## config.mk

```make
export PLATFORM = sky130hd
export DESIGN_NAME = pipe_ctrl
export DESIGN_NICKNAME = d
export VERILOG_FILES = /design/src/rtl/pipe_ctrl_pkg.sv /design/src/rtl/pipe_ctrl_hazard_detect.sv /design/src/rtl/pipe_ctrl.sv
export SDC_FILE = /design/constraint.sdc
export NUM_CORES = 1
export LEC_CHECK = 0
export CAP_MARGIN = 20
export CORE_UTILIZATION = 30
export DETAILED_ROUTE_END_ITERATION = 12
export GPL_TIMING_DRIVEN = 0
export PLACE_DENSITY = 0.69
export SLEW_MARGIN = 20
export SYNTH_ARGS = -nofsm -noshare
export SYNTH_HDL_FRONTEND = slang
export SYNTH_HIERARCHICAL = 1
export SYNTH_SLANG_ARGS = --single-unit
```

## constraint.sdc

```tcl
create_clock -name clk -period 3.2 [get_ports clk]
set_input_delay 0.64 -clock clk [delete_from_list [all_inputs] [get_ports clk]]
set_output_delay 0.64 -clock clk [all_outputs]
set_load 0.02 [all_outputs]
```

## src/rtl/pipe_ctrl_pkg.sv

```systemverilog
// Shared stage indices, FSM encoding and output masks for pipe_ctrl.
// Optional performance counters in the top are enabled by PIPE_CTRL_PERF_EN.
package pipe_ctrl_pkg;

  localparam int N_STG      = 5;
  localparam int STG_PC     = 0;
  localparam int STG_IF_ID  = 1;
  localparam int STG_ID_EX  = 2;
  localparam int STG_EX_MEM = 3;
  localparam int STG_MEM_WB = 4;

  localparam int CNT_W = 4;

  typedef enum logic [1:0] {
    ST_RUN      = 2'd0,
    ST_MEM_WAIT = 2'd1,
    ST_MDU_BUSY = 2'd2
  } state_e;

  function automatic logic [N_STG-1:0] stage_bit(input int s);
    return N_STG'(1) << s;
  endfunction

  // Each event holds the stages upstream of the blockage and zero-fills the next one down.
  localparam logic [N_STG-1:0] MEM_STALL  = stage_bit(STG_PC) | stage_bit(STG_IF_ID) |
                                            stage_bit(STG_ID_EX) | stage_bit(STG_EX_MEM);
  localparam logic [N_STG-1:0] MEM_BUBBLE = stage_bit(STG_MEM_WB);
  localparam logic [N_STG-1:0] MDU_STALL  = stage_bit(STG_PC) | stage_bit(STG_IF_ID) |
                                            stage_bit(STG_ID_EX);
  localparam logic [N_STG-1:0] MDU_BUBBLE = stage_bit(STG_EX_MEM);
  localparam logic [N_STG-1:0] FLUSH_BUBBLE = stage_bit(STG_IF_ID) | stage_bit(STG_ID_EX);
  localparam logic [N_STG-1:0] LU_STALL   = stage_bit(STG_PC) | stage_bit(STG_IF_ID);
  localparam logic [N_STG-1:0] LU_BUBBLE  = stage_bit(STG_ID_EX);

endpackage

```

## src/rtl/pipe_ctrl_hazard_detect.sv

```systemverilog
// Load-use compare: the ID instruction reads a register the EX load has not produced yet.
// Purely combinational; r0 is never a hazard.
module hazard_detect (
  input  logic [4:0] id_rs_i,
  input  logic [4:0] id_rt_i,
  input  logic       id_use_rs_i,
  input  logic       id_use_rt_i,
  input  logic       ex_mem_read_i,
  input  logic [4:0] ex_rd_i,
  output logic       load_use_o
);

  logic rs_hit;
  logic rt_hit;

  assign rs_hit     = id_use_rs_i && (id_rs_i == ex_rd_i);
  assign rt_hit     = id_use_rt_i && (id_rt_i == ex_rd_i);
  assign load_use_o = ex_mem_read_i && (ex_rd_i != 5'd0) && (rs_hit || rt_hit);

endmodule

```

## src/rtl/pipe_ctrl.sv

```systemverilog
// Pipeline hold/flush controller: memory wait > MDU busy > branch flush > load-use.
// Define PIPE_CTRL_PERF_EN to add saturating stall_cycles/flush_count outputs.
module pipe_ctrl
  import pipe_ctrl_pkg::*;
#(
  parameter int MDU_LAT = 8
) (
  input  logic             clk,
  input  logic             rst,
  input  logic [4:0]       id_rs,
  input  logic [4:0]       id_rt,
  input  logic             id_use_rs,
  input  logic             id_use_rt,
  input  logic             ex_mem_read,
  input  logic [4:0]       ex_rd,
  input  logic             ex_branch_taken,
  input  logic             ex_mdu_start,
  input  logic             mem_req,
  input  logic             mem_ack,
  output logic [N_STG-1:0] stall,
  output logic [N_STG-1:0] bubble,
  output logic             mdu_busy,
  output state_e           dbg_state
`ifdef PIPE_CTRL_PERF_EN
  ,
  output logic [31:0]      stall_cycles,
  output logic [31:0]      flush_count
`endif
);

  state_e           state_q, state_d;
  logic [CNT_W-1:0] cnt_q, cnt_d;
  logic             load_use;
  logic             mem_wait;
  logic             mdu_active;
  logic             flush;

  hazard_detect u_hazard (
    .id_rs_i       (id_rs),
    .id_rt_i       (id_rt),
    .id_use_rs_i   (id_use_rs),
    .id_use_rt_i   (id_use_rt),
    .ex_mem_read_i (ex_mem_read),
    .ex_rd_i       (ex_rd),
    .load_use_o    (load_use)
  );

  assign mem_wait = mem_req && !mem_ack;
  // The ack cycle of a wait that interrupted a multi-cycle op is already an MDU cycle again.
  assign mdu_active = (state_q == ST_MDU_BUSY) ||
                      ((state_q == ST_MEM_WAIT) && (cnt_q != '0));
  assign dbg_state  = state_q;

  always_comb begin
    state_d  = state_q;
    cnt_d    = cnt_q;
    stall    = '0;
    bubble   = '0;
    mdu_busy = 1'b0;
    flush    = 1'b0;
    if (rst) begin
      state_d = ST_RUN;
    end else if (mem_wait) begin
      stall   = MEM_STALL;
      bubble  = MEM_BUBBLE;
      state_d = ST_MEM_WAIT;
    end else if (mdu_active) begin
      stall    = MDU_STALL;
      bubble   = MDU_BUBBLE;
      mdu_busy = 1'b1;
      cnt_d    = cnt_q - CNT_W'(1);
      state_d  = (cnt_q == CNT_W'(1)) ? ST_RUN : ST_MDU_BUSY;
    end else if (ex_mdu_start) begin
      stall    = MDU_STALL;
      bubble   = MDU_BUBBLE;
      mdu_busy = 1'b1;
      cnt_d    = CNT_W'(MDU_LAT - 1);
      state_d  = ST_MDU_BUSY;
    end else begin
      state_d = ST_RUN;
      if (ex_branch_taken) begin
        bubble = FLUSH_BUBBLE;
        flush  = 1'b1;
      end else if (load_use) begin
        stall  = LU_STALL;
        bubble = LU_BUBBLE;
      end
    end
  end

  always_ff @(posedge clk) begin
    if (rst) begin
      state_q <= ST_RUN;
      cnt_q   <= '0;
    end else begin
      state_q <= state_d;
      cnt_q   <= cnt_d;
    end
  end

`ifdef PIPE_CTRL_PERF_EN
  logic [31:0] stall_cycles_q;
  logic [31:0] flush_count_q;

  always_ff @(posedge clk) begin
    if (rst) begin
      stall_cycles_q <= '0;
      flush_count_q  <= '0;
    end else begin
      if ((stall != '0) && (stall_cycles_q != '1)) stall_cycles_q <= stall_cycles_q + 32'd1;
      if (flush && (flush_count_q != '1))          flush_count_q  <= flush_count_q + 32'd1;
    end
  end

  assign stall_cycles = stall_cycles_q;
  assign flush_count  = flush_count_q;
`else
  logic unused_flush;
  assign unused_flush = flush;
`endif

endmodule

```

# Yosys cells after proc, flatten, opt, wreduce, memory -nomap -nowiden
# Index checks and enable logic that the tools add are counted.
classes:
  n_addsub: 1
  eq_ne: 5
  muxes: 22
  bitwise: 1
  n_reduce_logical: 14
ops:
  columns: ["op", "n"]
  rows:
  - ["$mux 4", 6]
  - ["$mux 3", 4]
  - ["$eq 5x5->1", 2]
  - ["$mux 2", 5]
  - ["$mux 5", 2]
  - ["$logic_and 1x1->1", 6]
  - ["$mux 1", 5]
  - ["$reduce_bool 5->1", 1]
  - ["$eq 4x1->1 const B", 1]
  - ["$reduce_bool 4->1", 1]
  - ["$sub 4x1->4 const B", 1]
  - ["$eq 2x1->1 const B", 1]
  - ["$eq 2x2->1 const B", 1]
  - ["$logic_or 1x1->1", 2]
  - ["$reduce_and 2->1", 1]
  - ["$reduce_bool 2->1", 1]
  - ["$reduce_or 2->1", 1]
  - ["$logic_not 1->1", 1]
  - ["$not 1->1", 1]
word_totals:
  ff_bits: 6
  in_bits: 24
  elab_cells: 46

# Longest topological paths before layout
# Gate-level depths: netlist (run 1).
logic_depth:
  ltp_word: 10
  ltp_mapped: 7
  ltp_nobuf: 6

# By module
# The synthesis (run 1) kept the hierarchy.
modules_own_cells:
  columns: ["module", "n_inst", "cells_each", "area_per_inst_um2"]
  rows:
  - ["pipe_ctrl", 1, 48, 405.4]
  - ["hazard_detect", 1, 17, 133.9]

# Least setup slack after synthesis (run 1)
# Ideal clock, no wire load.
synth_path:
  kind: "input to output"
  start: "in ex_rd[0]"
  end: "out stall[1]"
  t_arrival_ps: 2007
  t_required_ps: 2560
  slack_ps: 553
  cell_stages: 7
  n_path_buf: 1
  path_cell_list: "xor2_1 > nor4_2 > nand3_1 > a21oi_1 > nand2b_1 > a21oi_1 > buf_4"
synth_via:
  elab_chain_cells: 10
  elab_cells_between_ends: 14
  classes_between: "eq/ne (2); mux (6); reduce/logical (6)"
synth_lines:
  columns: ["item", "line", "source"]
  rows:
  - ["start: declaration", "pipe_ctrl.sv:15", "input logic [4:0] ex_rd,"]
  - ["$eq 5x5->1, on equally long branches", "pipe_ctrl_hazard_detect.sv:16, pipe_ctrl_hazard_detect.sv:17", null]
  - ["$logic_and 1x1->1, on equally long branches", "pipe_ctrl_hazard_detect.sv:16, pipe_ctrl_hazard_detect.sv:17", null]
  - ["$logic_or 1x1->1", "pipe_ctrl_hazard_detect.sv:18", "assign load_use_o = ex_mem_read_i && (ex_rd_i != 5'd0) && (rs_hit || rt_hit);"]
  - ["$logic_and 1x1->1 *", "pipe_ctrl_hazard_detect.sv:18", null]
  - ["via load_use", "pipe_ctrl.sv:33", "logic load_use;"]
  - ["$mux 2 *", "pipe_ctrl.sv:84", "end else if (load_use) begin"]
  - ["$mux 2 *", "pipe_ctrl.sv:81", "if (ex_branch_taken) begin"]
  - ["$mux 3 *", "pipe_ctrl.sv:73", "end else if (ex_mdu_start) begin"]
  - ["$mux 3 *", "pipe_ctrl.sv:67", "end else if (mdu_active) begin"]
  - ["$mux 4 *", "pipe_ctrl.sv:63", "end else if (mem_wait) begin"]
  - ["$mux 4 *", "pipe_ctrl.sv:61", "if (rst) begin"]
  - ["end: declaration", "pipe_ctrl.sv:20", "output logic [N_STG-1:0] stall,"]
# Mark *: on every way through the listed nets, which the timed path passes. The rest lies on a longest branch.

# Final worst setup path (run 1)
# Same ends and word-level chain as after synthesis.

==> impl_results.md, run 1 <==
- CP arrival: 2.42 ns
- Residual DRC: 0
- Initial Util: 33.8%
- Final hold vios: 0
- Crit-path cells: clkdlybuf4s50_1 -> xor2_1 -> nor4_2 -> nand3_1 -> a21oi_2 -> nand2b_1 -> a21oi_1 -> buf_4 -> buf_4
- Commonest non-fill, non-tap cell in the layout: clkdlybuf4s50_1
- Synth Flop Type: dfxtp_1
- CP Capture Type: output port
- Synth area leaders: dfxtp_1 22%, xor2_1 13%, buf_4 5.6%
- Commonest cells after routing, fill and taps aside: 31 x clkdlybuf4s50_1, 8 x xor2_1, 7 x nor2_1, 6 x dfxtp_1, 5 x buf_4
- Worst skew pair latency: 0.25 ns
- Port-buffer cells: 34
- Area Overhead vs Synth: 72.6%
- Die H: 44.4 um
- Worst path most repeated cell: buf_4
- Max_cap viols: 0
- Io pins: 37
- Via count: 582
- Worst Skew: 0.000514 ns
- Vias per cell: 4.58
- CTS tree: yes
- Pre-Repair DR Iteration Count: 2
- Mapped Area: roughly 540 um^2
- Fin crit share: a little over nine tenths
- Number of global-route vias before repair: 501
- Setup Crit Path Kind: in2out
- Cell Pwr Density: between 300 and 400 nW/um^2
- Largest fanout on the critical path: 3
- Number of synthesized flops with an enable pin: 0
- Outcome: finished clean
- Sequential fraction of the synthesis area: around 22%
- Fmax: 327 MHz
- Fin nets: approximately 130
- Clk slew on worst S/H paths: roughly 0.04 ns
- Startpoint Class: input pin
- CP required: 2.56 ns
- RSZ-0062 raised after global routing: no
- Adder-Cell Fraction of Synth Area: 4.64%
- Synth Area in Compound Gates: between 20 and 25%
- Root buf cell: clkbuf_4
- Placer Congestion: between 0.7 and 0.8
- H-tree levels: 1
- Die Wd: ~44 um
- Main combinational cell family by area after synthesis: simple AND/OR/NAND/NOR gates
- Global-route wire length before repair: 1910 um
- Synth Area in XOR/XNOR: 17.9%
- Fin area: around 930 um^2
- Num CTS Buffers: 3
- Post-DRT Antenna Nets: 0
- Tmin final: between 3 and 4 ns
- Max-slew violations: 0
- GRT overflow: 0
- Hold_buf cts: 0
- Finish-stage setup viols: 0
- Diodes inserted: 0
- Final wirelength: 1200 um
- Synth area leader: dfxtp_1
- Crit path max-delay cell type: clkdlybuf4s50_1
- Hold Crit Class: reg2reg
- Hold slack: 0.507 ns
- Asr flop ratio synth: 0%
- Placed cell area: 913 um^2
- Clock Path Buffers: 2
- Core area: 1590 um^2
- GRT Total Usage: 12.9%
- Initial DRC count: 4
- Wire per inst: 9.46 um
- Number of synthesized register bits: 6
- Die area: 1970 um^2
- Row count: 14
- Highest ir drop seen on vdd: 0.131 mV
- Post-route setup TNS: 0 ns
- R2r setup slk: 1.72 ns
- Synth unique cells: 29
- Mux cell area share after synthesis: 0%
- Share of cells above drive strength 1: 14.6%
- Post-DP HPWL: 1030 um
- Synth Area in Simple Gates: 24.1%
- Worst path max stage delay: ~0.47 ns
- LEAKAGE: 0.355 nW
- Syn Area/Cell: about 8.3 um^2
- Synth Instances: 65
- Largest net degree at the start of global routing: 11
- Synth top area share: 22.3%
- # clock sinks: 6
- Yosys synthesis warning count: 6
- Initial antenna violation count: 0
-- cell families (layout without fill, tap and decap cells) --
logic type,Yosys count,count (layout)
DFF,6,6
and+or+nand+nor,23,23
buffers and inverters,8,45
AOI/OAI and AO/OA,14,14
xor gates and xnor gates,11,11
other,1,2
adders and majority gates,2,2
-- cells in the mapped netlist (2+ instances only) --
cell	n
inv_1	3
ha_1	2
nor2_1	7
a21oi_1	4
nor4_1	2
xor2_1	8
nand3_1	3
nor3_1	2
xnor2_1	3
buf_4	4
nor2b_1	2
dfxtp_1	6
a221oi_1	2
nand2b_1	2
-- critical path: cells and delay by family --
family	cells	cell delay, ns
buffers and inverters	3	0.72
and+or+nand+nor	3	0.51
AOI/OAI and AO/OA	2	0.36
xor gates and xnor gates	1	0.19
-- state kept, by name (all words and copies together), names as in the netlist --
register	count
dbg_state	2
cnt_q	4
-- repair_timing --
action | in CTS | in global routing
setup buffers | 0 | 0
setup endpoints to repair | 3 | 2
endpoints found under the hold margin | 0 | 0
resized for setup | 5 | 2
-- metal layers --
layer / GRT usage (%) / vias to the layer above / part of all wire, %
met2: 23.5 / 28 / 50
met5: 0 / - / 0
met4: 5.45 / 0 / 1.9
met3: 3.27 / 3 / 8.8
met1: 13.9 / 250 / 39
li1: - / 301 / -
-- final timing paths --
| kind | cells after the start | start | to |
|---|---|---|---|
| hold / removal | 2 | cnt_q[1] | cnt_q[1] |
| setup / recovery | 9 | ex_rd[0] | stall[1] |
| setup reg to reg | 5 | cnt_q[0] | cnt_q[2] |
| hold reg to reg | 2 | cnt_q[1] | cnt_q[1] |
-- layout make-up --
| class | instances | area, um^2 |
|---|---|---|
| Fill cell | 146 | 663 |
| Buffer | 5 | 33.8 |
| Multi-Input combinational cell | 52 | 382 |
| Inverter | 3 | 11.3 |
| Sequential cell | 6 | 120 |
| Tap cell | 24 | 30.0 |
| Timing Repair Buffer | 34 | 332 |
| Clock buffer | 3 | 22.5 |
-- through the flow --
step	instances	total power [W]	worst slack (ns)	util (%)
floorplan	66	0.000161	0.553	-
global placement	124	0.000219	-0.348	57.3
detailed placement	124	0.000221	-0.379	57.3
CTS	127	0.000294	0.0103	58.5
global route	127	0.000307	0.0183	58.4
finish	127	0.000288	0.140	58.4
-- power breakdown --
group / internal (W) / total (W) / switching, W
logic: 0.0000681 / 0.000128 / 0.0000600
registers: 0.0000826 / 0.0000885 / 0.00000594
clock network: 0.0000425 / 0.0000718 / 0.0000292
total: 0.000193 / 0.000288 / 0.0000952
No activity file was read; power rests on OpenSTA's default activity.
==> run 2, diff against run 1 <==
==> constraint.sdc (replaced) <==
create_clock -name clk -period 3.3 [get_ports clk]
set_input_delay 0.66 -clock clk [delete_from_list [all_inputs] [get_ports clk]]
set_output_delay 0.66 -clock clk [all_outputs]
set_load 0.02 [all_outputs]
==> run 2 against run 1 <==
Compared with the run above: clock-buffer cell count unchanged; sequential power decreased by 3.1%; highest routed layer unchanged; combinational power decreased by 3%; wire length unchanged.
==> impl_results.md, run 2 (synthesis results as in run 1) <==
- Dpl cells: 124 (unchanged)
- Row count: 14 (unchanged)
- Share of cells above drive strength 1: 13.6% (was 14.6%)
- Largest net degree at the start of global routing: 11 (unchanged)
- Residual DRC: 0 (unchanged)
- Diodes inserted: 0 (unchanged)
- Clk slew on worst S/H paths: 0.04 ns (about the same)
- Initial Util: 33.8% (unchanged)
- Pre-Repair DR Iteration Count: 2 (unchanged)
- Number of global-route vias before repair: 501 (unchanged)
- Worst skew pair latency: 0.25 ns (about the same)
- Post-CTS setup buffer count: 0 (unchanged)
- Hold slack: 0.507 ns (about the same)
- GRT overflow: 0 (unchanged)
- Global-route wire length before repair: 1910 um (unchanged)
- Tmin final: approximately 3.1 ns
- Setup Crit Path Kind: in2out (unchanged)
- GRT Total Usage: 12.9% (unchanged)
- Post-DRT Antenna Nets: 0 (unchanged)
- Die area: 1970 um^2 (unchanged)
- Fmax: 319 MHz
- Fin cells: 127 (unchanged)
- Sequential share of power: 30.7% (about the same)
- Core area: 1590 um^2 (unchanged)
- Commonest non-fill, non-tap cell in the layout: clkdlybuf4s50_1 (unchanged)
- Largest reg by FF count: cnt_q (unchanged)
- Sw frac: 33.0% (about the same)
- Sw Pwr: 0.0000921 W (was 0.0000952 W)
- Final hold vios: 0 (unchanged)
- Root buf cell: clkbuf_4 (unchanged)
- Num CTS Buffers: 3 (unchanged)
- Hold Crit Class: reg2reg (unchanged)
- H-tree levels: 1 (unchanged)
- Finish-stage setup viols: 0 (unchanged)
- Wire per inst: 9.46 um (unchanged)
- CP required: 2.64 ns (was 2.56 ns)
- Fin crit share: 94.9%
- Initial antenna violation count: 0 (unchanged)
- Placer Congestion: 0.771 (unchanged)
- Power share of the clock group: 24.9% (about the same)
- Io pins: 37 (unchanged)
- Largest fanout on the critical path: 3 (unchanged)
- Total power: 0.000279 W (was 0.000288 W)
- Port-buffer cells: 34 (unchanged)
- Fin nets: 131 (unchanged)
- Utilization after layout: 58.2% (was 58.4%)
- CP Capture Type: output port (unchanged)
- Startpoint Class: input pin (unchanged)
- Fillers: 148 (was 146)
- Vias per cell: 4.58 (unchanged)
- CTS tree: yes (unchanged)
- Highest ir drop seen on vdd: 0.126 mV (was 0.131 mV)
- Clock Path Buffers: 2 (unchanged)
- Internal power: 0.000187 W (was 0.000193 W)
- Post-DP HPWL: 1030 um (unchanged)
- Outcome: finished clean (unchanged)
- Commonest cells after routing, fill and taps aside: 31 x clkdlybuf4s50_1, 8 x xor2_1, 7 x nor2_1, 6 x dfxtp_1, 5 x buf_4 (unchanged)
- # clock sinks: 6 (unchanged)
- Worst Skew: 0.000456 ns (was 0.000514 ns)
- Cell Pwr Density: 301 nW/um^2 (was 310 nW/um^2)
- Max reg flops: 4 (unchanged)
- Final wirelength: 1200 um (unchanged)
- Max-slew violations: 0 (unchanged)
- Max_cap viols: 0 (unchanged)
- CP arrival: 2.47 ns (was 2.42 ns)
- Die H: 44.4 um (unchanged)
- LEAKAGE: 0.355 nW (about the same)
- RSZ-0062 raised after global routing: no (unchanged)
- Via count: 582 (unchanged)
- Initial DRC count: 4 (unchanged)
- Area Overhead vs Synth: 71.9% (was 72.6%)
- Combinational Power Share: 44.4% (about the same)
- Die Wd: 44.4 um (unchanged)
run 2: power groups by stage:
| stage | clock network (W) | logic [W] | registers, W |
|---|---|---|---|
| after CTS | 0.0000728 | 0.000126 | 0.0000857 |
| after detailed placement | 0 | 0.000127 | 0.0000870 |
| after floorplan | 0 | 0.0000682 | 0.0000879 |
| final | 0.0000696 | 0.000124 | 0.0000858 |
| after global placement | 0 | 0.000126 | 0.0000868 |
| after global routing | 0.0000768 | 0.000134 | 0.0000870 |
run 2: area by class of cell:
| cell class | instances | area (um^2) | area share (%) |
|---|---|---|---|
| clock buffers | 3 | 22.5 | 2.43 |
| well taps | 24 | 30.0 | 3.24 |
| flip-flops and latches | 6 | 120 | 13.0 |
| inverters | 3 | 11.3 | 1.21 |
| repair buffers | 34 | 332 | 35.8 |
| plain buffers | 5 | 33.8 | 3.64 |
| multi-input cells | 52 | 378 | 40.8 |
run 2: path summary, 6_finish.rpt:
path         startpoint  endpoint  slack, ns  cells past startpoint
min            cnt_q[1]  cnt_q[1]       0.51                      2
min reg2reg    cnt_q[1]  cnt_q[1]       0.51                      2
max reg2reg    cnt_q[0]  cnt_q[2]       1.82                      5
max            ex_rd[0]  stall[1]       0.17                      9
run 2: layer usage:
metal / up-vias / GRT usage [%] / routed length (um)
met5: - / 0 / 0
met4: 0 / 5.45 / 23
met3: 3 / 3.27 / 106
met2: 28 / 23.5 / 599
met1: 250 / 13.9 / 473
li1: 301 / - / -
run 2: what timing repair did:
| item | in CTS | in global routing |
|---|---|---|
| endpoints found under the setup margin | 3 | 1 |
| hold buffers | 0 | 0 |
| gates resized for setup | 4 | 2 |
run 2: stage by stage:
step           instance area (um^2)  setup WS [ns]  setup TNS, ns
2_1_floorplan                   543          0.613              0
3_3_place_gp                    913         -0.288         -0.538
3_5_place_dp                    913         -0.319         -0.615
4_1_cts                         931         0.0529              0
5_1_grt                         927         0.0410              0
6_report                        927          0.167              0
run 2: critical path, stage by stage:
cell and delay (ns):
clkdlybuf4s50_1 0.47, xor2_1 0.19, nor4_2 0.31, nand3_1 0.11, a21oi_1 0.20, nand2b_1 0.08
a21oi_1 0.19, buf_4 0.13, buf_4 0.12
